<file path="src/rtl/seq_run_chk_pkg.sv">
// Shared types and helpers for the multi-channel A/B run checker.
// Latency: n/a (types, constants and a combinational helper only).
// Backpressure: n/a.
package seq_run_chk_pkg;

  typedef enum logic [1:0] {
    IDLE     = 2'd0,
    RUN      = 2'd1,
    WAIT_LOW = 2'd2
  } state_e;

  // Failure classification carried on fail_code while fail is high.
  localparam logic [1:0] FC_NONE  = 2'b00;
  localparam logic [1:0] FC_EARLY = 2'b01;
  localparam logic [1:0] FC_MISS  = 2'b10;
  localparam logic [1:0] FC_BOTH  = 2'b11;

  // Add a popcount to a counter, clamping at max_v instead of wrapping.
  function automatic logic [63:0] sat_add_pop(input logic [63:0] cnt,
                                              input logic [63:0] max_v,
                                              input logic [63:0] pop);
    logic [63:0] res;
    if ((max_v - cnt) < pop) res = max_v;
    else                     res = cnt + pop;
    return res;
  endfunction

endpackage

</file>
<file path="src/rtl/seq_run_chk_ch.sv">
// One checker channel: A-run FSM, run counter and B violation flags.
// Latency: pass/fail/abort registered, one cycle after the deciding sample.
// Backpressure: none; samples every cycle. SEQ_RUN_CHK_COVER_EN exports rc and abort_nxt.
module seq_run_chk_ch
  import seq_run_chk_pkg::*;
#(
  parameter int A_LEN    = 5,
  parameter int B_OFFSET = 4,
  parameter int REARM    = 0,
  parameter int RC_W     = 3
) (
  input  logic            clk,
  input  logic            rst_n,
  input  logic            en_i,
  input  logic            clr_i,
  input  logic            a_i,
  input  logic            b_i,
  output logic            pass_o,
  output logic            fail_o,
  output logic            abort_o,
  output logic [1:0]      fail_code_o,
`ifdef SEQ_RUN_CHK_COVER_EN
  output logic [RC_W-1:0] rc_o,
  output logic            abort_nxt_o,
`endif
  output logic            pass_nxt_o,
  output logic            fail_nxt_o
);

  localparam logic [RC_W-1:0] RC_LEN = RC_W'(A_LEN);
  localparam logic [RC_W-1:0] RC_OFF = RC_W'(B_OFFSET);

  state_e          state_q, state_d;
  logic [RC_W-1:0] rc_q, rc_d, rc_inc;
  logic            early_q, early_d, early_n;
  logic            miss_q, miss_d, miss_n;
  logic            pass_q, pass_d, fail_q, fail_d, abort_q, abort_d;
  logic [1:0]      code_q, code_d;

  // Next state, run count, sticky violation flags and verdict pulses.
  always_comb begin
    state_d = state_q;
    rc_d    = rc_q;
    early_d = early_q;
    miss_d  = miss_q;
    pass_d  = 1'b0;
    fail_d  = 1'b0;
    abort_d = 1'b0;
    code_d  = FC_NONE;
    rc_inc  = rc_q + 1'b1;
    early_n = early_q | (b_i & (rc_inc <= RC_OFF));
    miss_n  = miss_q | (~b_i & (rc_inc > RC_OFF));
    if (clr_i || !en_i) begin
      state_d = IDLE;
      rc_d    = '0;
      early_d = 1'b0;
      miss_d  = 1'b0;
    end else begin
      case (state_q)
        IDLE: begin
          // First A-high sample is window cycle 1, always inside the B-low part.
          if (a_i) begin
            state_d = RUN;
            rc_d    = RC_W'(1);
            early_d = b_i;
            miss_d  = 1'b0;
          end
        end
        RUN: begin
          if (a_i) begin
            rc_d    = rc_inc;
            early_d = early_n;
            miss_d  = miss_n;
            if (rc_inc == RC_LEN) begin
              state_d = (REARM != 0) ? IDLE : WAIT_LOW;
              if (!early_n && !miss_n) begin
                pass_d = 1'b1;
              end else begin
                fail_d = 1'b1;
                code_d = miss_n ? (early_n ? FC_BOTH : FC_MISS) : FC_EARLY;
              end
            end
          end else begin
            abort_d = 1'b1;
            state_d = IDLE;
          end
        end
        WAIT_LOW: begin
          if (!a_i) state_d = IDLE;
        end
        default: state_d = IDLE;
      endcase
    end
  end

  // State and pulse registers; reset drops any window in progress.
  always_ff @(posedge clk or negedge rst_n) begin
    if (!rst_n) begin
      state_q <= IDLE;
      rc_q    <= '0;
      early_q <= 1'b0;
      miss_q  <= 1'b0;
      pass_q  <= 1'b0;
      fail_q  <= 1'b0;
      abort_q <= 1'b0;
      code_q  <= FC_NONE;
    end else begin
      state_q <= state_d;
      rc_q    <= rc_d;
      early_q <= early_d;
      miss_q  <= miss_d;
      pass_q  <= pass_d;
      fail_q  <= fail_d;
      abort_q <= abort_d;
      code_q  <= code_d;
    end
  end

  assign pass_o      = pass_q;
  assign fail_o      = fail_q;
  assign abort_o     = abort_q;
  assign fail_code_o = code_q;
  assign pass_nxt_o  = pass_d;
  assign fail_nxt_o  = fail_d;
`ifdef SEQ_RUN_CHK_COVER_EN
  assign rc_o        = rc_q;
  assign abort_nxt_o = abort_d;
`endif

endmodule

</file>
<file path="config.mk">
export PLATFORM = sky130hd
export DESIGN_NAME = seq_run_chk_ch
export DESIGN_NICKNAME = d
export VERILOG_FILES = /design/src/rtl/seq_run_chk_pkg.sv /design/src/rtl/seq_run_chk_ch.sv
export SDC_FILE = /design/constraint.sdc
export NUM_CORES = 1
export LEC_CHECK = 0
export BUFFER_PORTS_ARGS = -buffer_cell sky130_fd_sc_hd__clkbuf_2
export CAP_MARGIN = 40
export CORE_MARGIN = 5
export CORE_UTILIZATION = 35
export DETAILED_ROUTE_END_ITERATION = 10
export PLACE_DENSITY = 0.62
export SLEW_MARGIN = 20
export SYNTH_ARGS = -nofsm -noshare
export SYNTH_HDL_FRONTEND = slang
export SYNTH_SLANG_ARGS = --single-unit
</file>
<file path="constraint.sdc">
create_clock -name clk -period 2.1 [get_ports clk]
set_input_delay 0.315 -clock clk [delete_from_list [all_inputs] [get_ports clk]]
set_output_delay 0.315 -clock clk [all_outputs]
set_load 0.005 [all_outputs]
</file>
# Word-level counts from Yosys, hierarchy flattened
# Index checks and enable logic that the tools add are counted.
# classes
n_addsub,1
n_lt_le_gt_ge,2
eq_ne,7
muxes,38
n_bitwise,5
n_reduce_logical,9
# op_table
op,n
$mux 2,11
$mux 1,20
$mux 3,3
$ne 3x3->1 const B,3
$pmux 2 s3,1
$pmux 3 s2,1
$reduce_and 3->1,2
$ne 4x4->1 const B,1
$pmux 1 s2,2
$add 3x1->3 const B,1
$eq 3x3->1 const B,1
$gt 3x3->1 const B,1
$le 3x3->1 const B,1
$logic_not 1->1,3
$reduce_bool 3->1,1
$and 1x1->1,2
$eq 2x1->1 const B,1
$eq 2x2->1 const B,1
$logic_not 2->1,1
$or 1x1->1,2
$logic_and 1x1->1,1
$logic_or 1x1->1,1
$not 1->1,1
# totals
reg_bits,12
in_bits,6
output_inout_bits,7

# Longest topological paths before layout
# depth
depth_word,11
depth_mapped,4
depth_no_buf,4

# Worst setup path before layout
# No wires, ideal clock.
# synth_timing
path_type,reg-to-output
from,register rc_q[0]
to,output pass_nxt_o
arrival_time_ns,1.374
required_time_ns,1.785
slack_ns,0.411
stages_incl_launch_ff,5
path_buffers,0
cell_sequence,dfrtp_1 > ha_1 > xor2_2 > nand4_2 > and4b_1
# synth_between
elab_chain_cells,11
# synth_rtl
item,line,text
"start, declared",seq_run_chk_ch.sv:34,"logic [RC_W-1:0] rc_q, rc_d, rc_inc;"
"start signal, assigned",seq_run_chk_ch.sv:109,rc_q <= rc_d;
$add 3x1->3 (*),seq_run_chk_ch.sv:50,rc_inc = rc_q + 1'b1;
$le 3x3->1 / $gt 3x3->1 (equally long branches),"seq_run_chk_ch.sv:51, seq_run_chk_ch.sv:52",
"$and 1x1->1, on equally long branches","seq_run_chk_ch.sv:51, seq_run_chk_ch.sv:52",
"$or 1x1->1, on equally long branches","seq_run_chk_ch.sv:51, seq_run_chk_ch.sv:52",
$logic_not 1->1,seq_run_chk_ch.sv:76,if (!early_n && !miss_n) begin
$logic_and 1x1->1,seq_run_chk_ch.sv:76,
$mux 1,seq_run_chk_ch.sv:76,
$mux 1 (*),seq_run_chk_ch.sv:74,if (rc_inc == RC_LEN) begin
$mux 1 (*),seq_run_chk_ch.sv:70,if (a_i) begin
$mux 1 (*),seq_run_chk_ch.sv:59,case (state_q)
$mux 1 (*),seq_run_chk_ch.sv:53,if (clr_i || !en_i) begin
"end, declared",seq_run_chk_ch.sv:26,"output logic pass_nxt_o,"
# Mark *: on every way between the ends. The rest lies on a longest branch, timed or not.

# Final worst setup path
# layout_timing
from,register rc_q[1]
to,output pass_nxt_o
# The elaborated chain is that of the path after synthesis.

==> results.py <==
metrics = {
    "cells_and_area": {
        "diodes": 0,
        "nets": 88,
        "final_area_um2": 788,
        "n_fill_cell": 162,
        "area_delta_synth_final_pct": 30.7,
        "drive_gt1_share_pct": 32.1,
        "final_cell_count_no_fill": 95,
        "multi_input_comb_area_um2": 312,
        "regArea_um2": 300,
    },
    "critical_path": {
        "crit_required_ns": 1.78,
        "startpoint_type": "flip-flop",
        "worstPathArrival_ns": 1.66,
        "reg2reg_from": "rc_q[1]",
        "path_class": "flip-flop to output port",
        "critPathLaunch": "rc_q[1]",
        "slowest_stage": "dfrtp_1",
        "cp_max_fo": 4,
        "critPathMaxStageDelay_ns": 0.43,
        "path_cells": "ha_4 -> xor2_4 -> nand4_2 -> and4b_1 -> clkbuf_2",
        "end_kind": "output port",
    },
    "sta": {
        "layout_setup_ws_ns": 0.129,
        "setup_viol": 0,
        "max_slew_margin_pct": 79.2,
        "slew_viol_final": 0,
        "tightest_slew_ns": 0.312,
        "clock_skew_ns": 0.00237,
        "hold_violations": 0,
        "fin_tns_setup_ns": 0,
        "max_clock_freq_ghz": 0.507,
        "hold_slack_ns": 0.244,
        "layout_min_cycle_time_ns": 1.97,
        "period_share_pct": 93.9,
    },
    "logic_synthesis": {
        "synth_simple_gate_area_share_pct": 23.2,
        "synth_top_area_share_pct": 49.8,
        "synth_top_area_cell": "dfrtp_1",
        "synth.area.top_cells": "dfrtp_1 (50%), ha_1 (6.2%), nor2_1 (3.7%), a31oi_1 (3.1%), nand2b_1 (3.1%)",
        "synth-xor-area-share_pct": 4.15,
        "yosys.area_share.adder_pct": 6.22,
        "synthMuxAreaShare_pct": 3.53,
        "ys_async_sr_fraction_pct": 100,
        "syn_area_per_cell_um2": 10.6,
        "ys_ff_latch": 12,
        "synth_top_family_by_area": "simple AND/OR/NAND/NOR gates",
        "ys.flop_type": "dfrtp_1",
        "synth_fp_nets": 66,
        "synth_edf_count": 0,
        "yosysMostFrequentCell": "dfrtp_1",
        "ys_top_cells_by_count": "dfrtp_1 (12), nor2_1 (6), nand2_1 (4)",
        "synth_compound_area_share_pct": 10.6,
        "synthesis.area_um2": 603,
        "postSynthCellCount": 57,
        "synth.yosys.seq_area_share_pct": 49.8,
        "synth_cell_types": 26,
        "ys.warnings.count": 0,
    },
    "grt": {
        "grt-ovfl-total": 0,
        "antenna_found_initial": 0,
        "grt_pass1_wl_um": 2100,
        "grt.total_usage_pct": 10.7,
        "grt_pass1_vias": 477,
        "grt_max_degree": 13,
    },
    "detailed_routing": {
        "post_drt_wl_per_cell_um": 12.6,
        "wl_um": 1200,
        "ant_nets": 0,
        "drc_errors": 0,
        "initialDrtViolationCount": 6,
        "avgViaCountPerCell": 5.08,
        "first_pass_iters": 4,
        "num_vias": 483,
    },
    "placement": {
        "preCtsSetupSlack_ns": 0.173,
        "gp_congestion": 0.772,
        "dp.cells": 87,
        "placed_area_um2": 696,
        "dp_hpwl_um": 901,
        "numPortBuffers": 12,
    },
    "pwr": {
        "peakVddDrop_uv": 319,
        "p_switching_uw": 96.8,
        "leakagePower_nw": 0.389,
        "p_sw_share_pct": 21.4,
        "clkPwrFrac_pct": 39.4,
        "powerDensity_nw_per_um2": 573,
        "p_int_uw": 355,
        "seqPwrFrac_pct": 52.1,
        "p_comb_share_pct": 8.4,
    },
    "floorplanning": {
        "row_count": 15,
        "io_pins": 13,
        "initial_core_util_pct": 35.7,
        "fp.dieW_um": 51.5,
        "coreArea_um2": 1690,
        "fp.dieH_um": 51.5,
        "floorplan.die_area_um2": 2650,
    },
    "status": {
        "status": "complete, no violations",
    },
    "clock_tree": {
        "cts_root_buf": "clkbuf_4",
        "worstSkewPairLatency_ns": 0.27,
        "cts.sinks": 12,
        "cts_max_level": 1,
        "cts_buffers": 3,
        "cts_tree": "built",
        "clkSlewWorstSetupHoldPaths_ns": 0.07,
        "cts_buffer_depth": 2,
    },
    "worst_hold_path": {
        "min_path_type": "primary input to flip-flop",
        "hold_path_startpoint": "a_i",
    },
    "flow_run": {
        "max_cap_violations": 0,
    },
}
-- critical path, delay by kind of cell, from the launching register on --
family	cells	cell delay (ns)
fa+ha+maj	1	0.21
buf+inv	1	0.12
flops	1	0.43
xor+xnor	1	0.18
simple gates	2	0.46
-- registers in the layout, summed over array words and instances (netlist names) --
name	count
miss_q	1
early_q	1
fail_o	1
rc_q	3
fail_code_o	2
state_q	2
pass_o	1
abort_o	1
-- metrics by stage --
stage | total power [mW] | utilization, %
2_1_floorplan | 0.258 | -
3_3_place_gp | 0.275 | 41.2
3_5_place_dp | 0.275 | 41.2
4_1_cts | 0.460 | 45.0
5_1_grt | 0.482 | 46.7
6_report | 0.452 | 46.7
-- per-layer routing --
metal / up-vias / wire [um] / global-route usage (%)
met2: 15 / 567 / 16.9
li1: 245 / - / -
met4: 0 / 12 / 2.62
met5: - / 0 / 0
met3: 2 / 82 / 5.44
met1: 221 / 537 / 13.0
-- repair_timing --
item                                    CTS  global route
hold buffers                              1             0
resized for setup                         2             2
endpoints found under the setup margin    2             2
setup buffers                             2             1
hold endpoints to repair                 12             0
pin swaps                                 1             0
-- cell type report --
type                       instances  share of cell area (%)
clock buffer                       4                    4.60
tap                               17                    2.70
multi-input combinational         41                    39.5
timing repair buffer              18                    13.7
inverter                           3                    1.43
sequential                        12                    38.1
-- placed cells by master, fill, tap and decap left out, types with 2 or more instances in the layout --
cell / n
a21oi_1: 3
a311oi_1: 2
a31oi_1: 3
buf_4: 5
clkbuf_2: 12
clkbuf_4: 3
dfrtp_1: 12
ha_1: 2
inv_1: 3
nand2_1: 4
nand2b_1: 3
nand3_1: 2
nor2_1: 6
-- final timing paths --
check                            endpoint  slack, ns  cells after the start
setup / recovery               pass_nxt_o       0.13                      5
hold / removal                    abort_o       0.24                      2
setup reg to reg                   pass_o       0.76                      4
hold reg to reg            fail_code_o[1]       0.54                      2
max in group asynchronous         rc_q[0]       1.41                      2
min in group asynchronous  fail_code_o[1]       0.46                      2
-- cells by family (layout without fill, tap and decap cells) --
| group | after synthesis | count (layout) |
|---|---|---|
| DFF | 12 | 12 |
| buffers and inverters | 4 | 25 |
| and+or+nand+nor | 24 | 24 |
| xor gates and xnor gates | 2 | 2 |
| adders and majority gates | 3 | 3 |
| AOI/OAI and AO/OA | 10 | 10 |
| muxes | 2 | 2 |
-- power groups by stage --
stage,logic [mW],clock network (mW),registers [mW]
5_1_grt,0.0444,0.202,0.236
2_1_floorplan,0.0185,0,0.240
3_5_place_dp,0.0351,0,0.240
4_1_cts,0.0369,0.188,0.235
6_report,0.0381,0.178,0.235
3_3_place_gp,0.0350,0,0.240
(Power assumes the default switching activity.)
